## src/rtl/rv32_mem_pkg.sv

```systemverilog
// Shared constants for the RV32I data-memory write path.
//   - byte-enable patterns for byte, halfword and word stores
//   - store funct3 encodings (SB/SH/SW)
//   - drain FSM state encoding used by the store write buffer
package rv32_mem_pkg;

  localparam logic [3:0] BE_B0   = 4'b0001;
  localparam logic [3:0] BE_B1   = 4'b0010;
  localparam logic [3:0] BE_B2   = 4'b0100;
  localparam logic [3:0] BE_B3   = 4'b1000;
  localparam logic [3:0] BE_H_LO = 4'b0011;
  localparam logic [3:0] BE_H_HI = 4'b1100;
  localparam logic [3:0] BE_W    = 4'b1111;

  localparam logic [2:0] F3_SB = 3'b000;
  localparam logic [2:0] F3_SH = 3'b001;
  localparam logic [2:0] F3_SW = 3'b010;

  typedef enum logic {
    DRAIN_RUN   = 1'b0,
    DRAIN_DRAIN = 1'b1
  } drain_state_e;

endpackage

```

## src/rtl/store_lane_align.sv

```systemverilog
// Combinational store lane formatter.
// Ports:
//   addr_allign - byte-lane offset from the store unit
//   B, H        - byte / halfword store flags (B wins when both are set)
//   st_data     - rs2 value, store data in the LSBs
//   be          - byte enables for the 32-bit memory word
//   wdata       - store data replicated across every lane it may land in
module store_lane_align
  import rv32_mem_pkg::*;
(
  input  logic [1:0]  addr_allign,
  input  logic        B,
  input  logic        H,
  input  logic [31:0] st_data,
  output logic [3:0]  be,
  output logic [31:0] wdata
);

  always_comb begin
    be    = BE_W;
    wdata = st_data;
    if (B) begin
      be    = BE_B0 << addr_allign;
      wdata = {4{st_data[7:0]}};
    end else if (H) begin
      // Only the upper offset bit matters; misaligned halfwords are the
      // store unit's problem, not ours.
      be    = addr_allign[1] ? BE_H_HI : BE_H_LO;
      wdata = {2{st_data[15:0]}};
    end
  end

endmodule

```

## src/rtl/store_write_buffer.sv

```systemverilog
// Store write buffer: formats stores into byte lanes, queues them in a
// DEPTH-entry FIFO and drains them to data memory over req/ack.
// Ports:
//   clk, rst                  - clock, synchronous active-high reset
//   st_valid/st_ready         - store handshake from execute/memory stage
//   st_addr, st_data          - store byte address and rs2 data
//   addr_allign, B, H         - lane offset and size from the store unit
//   mem_req/mem_ack           - head entry write request / acceptance
//   mem_addr, mem_wdata, mem_be - head entry (word address, data, enables)
//   ld_addr, ld_hazard        - load address and pending-store match flag
//   drain, empty              - fence request and buffer-empty status
module store_write_buffer
  import rv32_mem_pkg::*;
#(
  parameter int DEPTH = 4,
  parameter int AW    = 32
) (
  input  logic          clk,
  input  logic          rst,
  input  logic          st_valid,
  output logic          st_ready,
  input  logic [AW-1:0] st_addr,
  input  logic [31:0]   st_data,
  input  logic [1:0]    addr_allign,
  input  logic          B,
  input  logic          H,
  output logic          mem_req,
  output logic [AW-1:0] mem_addr,
  output logic [31:0]   mem_wdata,
  output logic [3:0]    mem_be,
  input  logic          mem_ack,
  input  logic [AW-1:0] ld_addr,
  output logic          ld_hazard,
  input  logic          drain,
  output logic          empty
);

  localparam int PW = $clog2(DEPTH);
  localparam int CW = PW + 1;
  localparam int WA = AW - 2;

  logic [WA-1:0] addr_mem [DEPTH];
  logic [31:0]   data_mem [DEPTH];
  logic [3:0]    be_mem   [DEPTH];

  logic [DEPTH-1:0] valid_reg;
  logic [PW-1:0]    wr_ptr_reg, rd_ptr_reg;
  logic [CW-1:0]    count_reg;
  drain_state_e     state_reg, state_next;

  logic [3:0]       fmt_be;
  logic [31:0]      fmt_wdata;
  logic             full, drain_lock, enq, deq;
  logic [DEPTH-1:0] hit;
  logic             unused_addr_bits;

  // Byte offsets come from addr_allign, never from the raw address.
  assign unused_addr_bits = ^{st_addr[1:0], ld_addr[1:0]};

  store_lane_align u_align (
    .addr_allign (addr_allign),
    .B           (B),
    .H           (H),
    .st_data     (st_data),
    .be          (fmt_be),
    .wdata       (fmt_wdata)
  );

  assign full       = (count_reg == CW'(DEPTH));
  assign empty      = (count_reg == '0);
  assign drain_lock = (state_reg == DRAIN_DRAIN);
  // No pass-through: a full buffer refuses even if the head leaves now.
  assign st_ready   = !full && !drain_lock;
  assign enq        = st_valid && st_ready;
  assign mem_req    = !empty;
  assign deq        = mem_req && mem_ack;

  // Head outputs are forced to zero while empty so stale storage never
  // shows on the memory bus.
  assign mem_addr  = empty ? '0 : {addr_mem[rd_ptr_reg], 2'b00};
  assign mem_wdata = empty ? '0 : data_mem[rd_ptr_reg];
  assign mem_be    = empty ? '0 : be_mem[rd_ptr_reg];

  // Storage needs no reset: valid_reg and count_reg gate every use.
  always_ff @(posedge clk) begin
    if (enq) begin
      addr_mem[wr_ptr_reg] <= st_addr[AW-1:2];
      data_mem[wr_ptr_reg] <= fmt_wdata;
      be_mem[wr_ptr_reg]   <= fmt_be;
    end
  end

  always_ff @(posedge clk) begin
    if (rst) begin
      wr_ptr_reg <= '0;
      rd_ptr_reg <= '0;
      count_reg  <= '0;
      state_reg  <= DRAIN_RUN;
    end else begin
      state_reg <= state_next;
      if (enq) wr_ptr_reg <= wr_ptr_reg + 1'b1;
      if (deq) rd_ptr_reg <= rd_ptr_reg + 1'b1;
      case ({enq, deq})
        2'b10:   count_reg <= count_reg + 1'b1;
        2'b01:   count_reg <= count_reg - 1'b1;
        default: count_reg <= count_reg;
      endcase
    end
  end

  // Per-entry valid bits and hazard comparators. An entry can never be
  // written and retired in the same cycle: wr==rd only when empty (no
  // dequeue) or full (no enqueue).
  genvar gi;
  generate
    for (gi = 0; gi < DEPTH; gi++) begin : g_entry
      always_ff @(posedge clk) begin
        if (rst) begin
          valid_reg[gi] <= 1'b0;
        end else if (enq && (wr_ptr_reg == PW'(gi))) begin
          valid_reg[gi] <= 1'b1;
        end else if (deq && (rd_ptr_reg == PW'(gi))) begin
          valid_reg[gi] <= 1'b0;
        end
      end
      assign hit[gi] = valid_reg[gi] && (addr_mem[gi] == ld_addr[AW-1:2]);
    end
  endgenerate

  assign ld_hazard = |hit;

  // Drain FSM: once entered, runs to completion even if drain drops.
  always_comb begin
    state_next = state_reg;
    case (state_reg)
      DRAIN_RUN: begin
        if (drain && !empty) state_next = DRAIN_DRAIN;
      end
      DRAIN_DRAIN: begin
        if (empty || (deq && count_reg == CW'(1))) state_next = DRAIN_RUN;
      end
      default: state_next = DRAIN_RUN;
    endcase
  end

endmodule
```

## config.mk

```make
export PLATFORM = sky130hd
export DESIGN_NAME = store_write_buffer
export DESIGN_NICKNAME = d
export VERILOG_FILES = /design/src/rtl/rv32_mem_pkg.sv /design/src/rtl/store_lane_align.sv /design/src/rtl/store_write_buffer.sv
export SDC_FILE = /design/constraint.sdc
export NUM_CORES = 1
export LEC_CHECK = 0
export ABC_CLOCK_PERIOD_IN_PS = 3500
export CAP_MARGIN = 5
export CORE_AREA = 2 2 150 152
export DETAILED_ROUTE_END_ITERATION = 16
export DIE_AREA = 0 0 152 154
export DONT_BUFFER_PORTS = 1
export MAX_ROUTING_LAYER = met4
export PLACE_DENSITY = 0.69
export SLEW_MARGIN = 20
export SYNTH_ARGS = -nofsm -noshare
export SYNTH_HDL_FRONTEND = slang
export SYNTH_HIERARCHICAL = 1
export SYNTH_SLANG_ARGS = --single-unit
```

## constraint.sdc

```tcl
create_clock -name clk -period 3.5 [get_ports clk]
set_input_delay 0.35 -clock clk [delete_from_list [all_inputs] [get_ports clk]]
set_output_delay 0.35 -clock clk [all_outputs]
set_load 0.02 [all_outputs]
```

# Word level (Yosys, flattened, before mapping)
# Memory sizes are Yosys's and may differ from the RTL's. A register that Yosys moved wholly into a read port is not among the register bits.
# Index checks and enable logic that the tools add are counted.
[word_totals] ff_bits=12 latchBits=0 ramBits=264 mem_bits_ro=0 input_bits=105 output_inout_bits=72 word_cells=89 mem_count=3
[op_classes] add_sub_neg=4 mul=0 div_mod_pow=0 n_lt_le_gt_ge=0 n_eq_ne=14 shifts=1 n_mux=28 n_bitwise=1 n_reduce_logical=30
[mem_list] memory="data_mem" words=4 word_bits=32 rd=1 rd_clocked_by_memory_dff=1 wr=1 line_no="store_write_buffer.sv:43" text="logic [31:0] data_mem [DEPTH];"
[mem_list] memory="addr_mem" words=4 word_bits=30 rd=5 rd_clocked_by_memory_dff=1 wr=1 line_no="store_write_buffer.sv:42" text="logic [WA-1:0] addr_mem [DEPTH];"
[mem_list] memory="be_mem" words=4 word_bits=4 rd=1 rd_clocked_by_memory_dff=1 wr=1 line_no="store_write_buffer.sv:44" text="logic [3:0] be_mem [DEPTH];"
[op_table] op="$mux 32" n=4
[op_table] op="$eq 30x30->1" n=4
[op_table] op="$logic_and 1x1->1" n=17
[op_table] op="$mux 4" n=4
[op_table] op="$mux 1" n=12
[op_table] op="$mux 2" n=6
[op_table] op="$eq 2x2->1 const B" n=5
[op_table] op="$reduce_bool 2->1" n=5
[op_table] op="$eq 2x1->1 const B" n=3
[op_table] op="$pmux 3 s2" n=1
[op_table] op="$add 2x1->2 const B" n=2
[op_table] op="$logic_not 2->1" n=2
[op_table] op="$reduce_or 4->1" n=1
[op_table] op="$shl 1x2->4 const A" n=1
[op_table] op="$add 3x1->3 const B" n=1
[op_table] op="$eq 3x1->1 const B" n=1
[op_table] op="$eq 3x3->1 const B" n=1
[op_table] op="$logic_not 1->1" n=3
[op_table] op="$logic_not 3->1" n=1
[op_table] op="$sub 3x1->3 const B" n=1
[op_table] op="$pmux 1 s2" n=1
[op_table] op="$logic_or 1x1->1" n=1
[op_table] op="$not 1->1" n=1

# Longest topological paths before layout
[logic_depth] depth_word=7 depth_mapped=9 ltp_nobuf=9

# Cells and area by module
# The synthesis kept the hierarchy.
[modules_own_cells] module="store_write_buffer" instances=1 cells_per_inst=677 area_each_um2=12046.6 seq_area_each_um2=8207.9
[modules_own_cells] module="store_lane_align" instances=1 cells_per_inst=69 area_each_um2=450.4 seq_area_each_um2=0.0

# Worst setup path after synthesis
# OpenSTA, ideal clock, no wires.
[synth_path] path_kind="register -> register" startpoint="reg count_reg[0]" endpoint="mem addr_mem[0][0] in the netlist's numbering (enable)" setup_ns=0.432 arrival_time_ns=2.869 required_time_ns=3.068 setup_slack_ns=0.198 stages_incl_launch_ff=5 n_path_buf=0 period_less_slack_ns=3.302 cell_sequence="dfxtp_1 inv_1 ha_1 a21oi_1 and3_1"
[synth_via] elab_chain_len=6
[synth_rtl] element="from (decl)" line_no="store_write_buffer.sv:48" text="logic [CW-1:0] count_reg;"
[synth_rtl] element="from (signal assigned)" line_no="store_write_buffer.sv:104" text="2'b10: count_reg <= count_reg + 1'b1;"
[synth_rtl] element="from (signal assigned)" line_no="store_write_buffer.sv:105" text="2'b01: count_reg <= count_reg - 1'b1;"
[synth_rtl] element="from (signal assigned)" line_no="store_write_buffer.sv:106" text="default: count_reg <= count_reg;"
[synth_rtl] element="$eq 3x3->1" line_no="store_write_buffer.sv:69" text="assign full = (count_reg == CW'(DEPTH));"
[synth_rtl] element="$logic_not 1->1" line_no="store_write_buffer.sv:73" text="assign st_ready = !full && !drain_lock;"
[synth_rtl] element="$logic_and 1x1->1" line_no="store_write_buffer.sv:73"
[synth_rtl] element="named net st_ready" line_no="store_write_buffer.sv:21" text="output logic st_ready,"
[synth_rtl] element="$logic_and 1x1->1" line_no="store_write_buffer.sv:74" text="assign enq = st_valid && st_ready;"
[synth_rtl] element="$mux 1" line_no="store_write_buffer.sv:86" text="if (enq) begin"
[synth_rtl] element="$mux 1 (not written as such)" line_no="store_write_buffer.sv:87" text="addr_mem[wr_ptr_reg] <= st_addr[AW-1:2];"
[synth_rtl] element="to (decl)" line_no="store_write_buffer.sv:42"
# The timed path passes the listed nets, and every way through them passes these cells.

# Worst setup path after layout
[layout_path] startpoint="reg count_reg[0]" endpoint="out mem_addr[29]"
[layout_via] elab_chain_len=2
[layout_rtl] element="$logic_not 3->1" line_no="store_write_buffer.sv:70" text="assign empty = (count_reg == '0);"
[layout_rtl] element="$mux 32" line_no="store_write_buffer.sv:80" text="assign mem_addr = empty ? '0 : {addr_mem[rd_ptr_reg], 2'b00};"
[layout_rtl] element="to (decl)" line_no="store_write_buffer.sv:28" text="output logic [AW-1:0] mem_addr,"
# No other way between the ends.

==> results.py <==
metrics = {
    "critical_path": {
        "required_ns": 3.15,
        "critical_path_class": "reg -> out",
        "reg2reg_depth": 5,
        "cp.arrival_ns": 2.61,
        "start_kind": "register",
        "crit_fanout": 39,
        "cp-end-kind": "output pin",
        "r2r_end": "data_mem[3][28]",
        "ff2ff_setup_slack_ns": 0.71,
        "r2r-start": "count_reg[0]",
    },
    "synth": {
        "yosysMostFrequentCell": "edfxtp_1",
        "yosysSeqAreaShare": 0.6568,
        "synth.avg_cell_area_um2": 16.75,
        "async_reset_ff_frac": 0,
        "synth_area_um2": 12500,
        "synth_top_cell_by_area": "edfxtp_1",
        "synth-edff-count": 264,
        "yosys_warnings": 6,
        "synth-seq-cells": 278,
        "ys.flop_type": "edfxtp_1",
        "synth.top_cell.area_share": 0.6344,
        "ys_top_cells_by_area": "edfxtp_1, mux4_2, xnor2_1",
        "synthCells": 746,
        "ys_types": 33,
        "ys_top_cells_by_count": "edfxtp_1, xnor2_1, and2_1, mux4_2, xor2_1",
    },
    "pwr": {
        "internal_power_mw": 7.010,
        "net-switching-power_mw": 3.121,
        "power_leakage_nw": 4.526,
        "p_per_area_nw_per_um2": 719.3,
        "pwr-share-seq": 0.430,
        "power_frac_comb": 0.281,
        "finalPower_mw": 10.13,
        "peakVddDrop_mv": 0.5631,
        "p_clk_frac": 0.289,
        "switching_share": 0.3081,
    },
    "flow_run": {
        "cap_violations": 0,
    },
    "floorplan": {
        "die_w_um": 152,
        "core-area_um2": 21690,
        "fp.dieH_um": 154,
        "num_rows": 54,
        "start_util": 0.5762,
        "dieArea_um2": 23410,
        "ios": 177,
    },
    "min_path": {
        "hp-class": "in -> reg",
        "hold_depth": 3,
        "min_from": "mem_ack",
        "whs_endpoint": "drain_lock",
    },
    "cells_and_area": {
        "fin_nets": 894,
        "largestRegisters": "data_mem: 128 flops, addr_mem: 120 flops, be_mem: 16 flops",
        "nFillCells": 1492,
        "largest_reg_flops": 128,
        "fin_util": 0.6494,
        "area_delta_synth_final_pct": 12.71,
        "drive_gt1_frac": 0.1618,
        "top_register": "data_mem",
    },
    "timing": {
        "post-route-min-period_ns": 2.957,
        "min_period_over_period": 0.8448,
        "hold_viol_final": 0,
        "worst_slew_pin_slew_ns": 0.7509,
        "rsz0062_at_grt": "no",
        "max-slew-margin-rel": 0.4994,
        "skew_ns": 0.01513,
        "setup_tns_ns": 0,
        "slew_viol_final": 0,
        "setup_ws_ns": 0.5431,
        "fmax_ghz": 0.3382,
        "setup_violations": 0,
    },
    "grt": {
        "grt_usage": 0.2433,
        "antenna_found_initial": 2,
        "overflow": 0,
        "grt_max_degree": 57,
        "grt_pass1_wl_mm": 41.69,
        "grt_pass1_vias": 6844,
    },
    "clocking": {
        "clk_pin_slew_worst_paths_ns": 0.06,
        "cts_sinks": 278,
        "clk_path_buf_depth": 3,
        "h-tree-depth": 1,
        "clk_latency_ns": 0.53,
        "cts_root_buf": "clkbuf_16",
        "ctsResizeCount": 0,
        "cts_tree": "yes",
        "cts_made_buffers": 28,
    },
    "route": {
        "avgViaCountPerCell": 6.030,
        "first_pass_iters": 6,
        "postRouteAntennaNets": 0,
        "drc_errors": 0,
        "vias": 6476,
        "wl_mm": 27.45,
        "wl_per_cell_um": 25.56,
        "drt_iter0_drc": 444,
    },
    "placement": {
        "place_ws_ns": 0.7458,
        "place.gp.congestion": 0.8536,
        "place.detailed.hpwl_mm": 18.73,
        "portBuffers": 0,
    },
    "run_status": {
        "status": "complete, no violations",
    },
}
## cells by family (layout without fill, tap and decap cells)
| logic type | Yosys count | in the layout | share of synthesized area |
|---|---|---|---|
| AOI/OAI and AO/OA | 31 | 31 | 0.01312 |
| xor gates and xnor gates | 124 | 124 | 0.08690 |
| adders and majority gates | 13 | 13 | 0.01302 |
| buffers and inverters | 70 | 114 | 0.02863 |
| DFF | 278 | 278 | 0.6568 |
| muxes | 83 | 83 | 0.1337 |
| other | 1 | 5 | 0.0003001 |
| and+or+nand+nor | 146 | 146 | 0.06758 |
## area by class of cell
type,instances,area (µm²),share of cell area
sequential,278,8213,0.5831
multi-input combinational,399,3943,0.2799
clock buffer,35,748.2,0.05312
timing repair buffer,52,615.6,0.04371
tap,280,350.3,0.02487
clock inverter,10,143.9,0.01022
inverter,17,63.81,0.004531
antenna,3,7.507,0.0005330
## how the worst max path moves through the flow
stage / slack (ns) / depth (start not counted) / startpoint / endpoint
after floorplan: 0.20 / 4 / count_reg[0] / addr_mem[0][0]
after global placement: 0.81 / 5 / count_reg[0] / data_mem[3][13]
after detailed placement: 0.75 / 5 / count_reg[0] / data_mem[3][13]
after CTS: 0.47 / 5 / count_reg[0] / mem_addr[29]
after global routing: 0.31 / 5 / count_reg[0] / mem_wdata[11]
final: 0.54 / 5 / count_reg[0] / mem_addr[29]
## power by group through the flow
stage | clock network [mW] | registers [mW] | logic, mW
detailed placement | 0 | 4.44 | 2.82
floorplan | 0 | 4.32 | 2.33
global placement | 0 | 4.40 | 2.80
global route | 3.12 | 4.40 | 3.05
CTS | 2.98 | 4.37 | 2.90
finish | 2.93 | 4.36 | 2.85
## cell usage in the layout (no fill, tap or decap), drive strengths merged, types with 4 or more instances in the layout
cell type      n
a21oi         10
and2          68
and3           4
buf           12
bufinv         4
clkbuf        35
clkinv         6
dfxtp         14
dlygate4sd3   40
edfxtp       264
ha            13
inv           17
mux2           8
mux2i          9
mux4          66
nand2         12
nand4         25
nor2          16
nor4          16
o21ai         17
xnor2         78
xor2          46
## critical path, cell delays in order, from the launching register on
cell and delay, ns:
dfxtp_1 0.40, inv_1 0.10, ha_1 0.26, nand2b_2 0.41, buf_4 0.49, and2_1 0.40
## metrics by stage
step / instance area [µm²] / std cells / hold WS, ns
CTS: 14080 / 1071 / 0.04126
global route: 14080 / 1073 / 0.06709
detailed placement: 12780 / 986 / 0.4233
global placement: 12780 / 986 / 0.4208
finish: 14080 / 1074 / 0.05838
floorplan: 12500 / 747 / 0.4191
## routing by layer
layer | track usage | routed length, µm | vias to the layer above
li1 | - | - | 2870
met2 | 0.4127 | 14380 | 281
met3 | 0.05637 | 2180 | 29
met4 | 0.05296 | 404 | 0
met1 | 0.3031 | 10490 | 3296
met5 | - | 0 | -
## timing repair
item,CTS,global route
hold buffers,40,0
hold endpoints to repair,166,0
buffers inserted,0,0
endpoints found under the setup margin,0,0
Note: power is estimated with default switching activity, not from simulation.
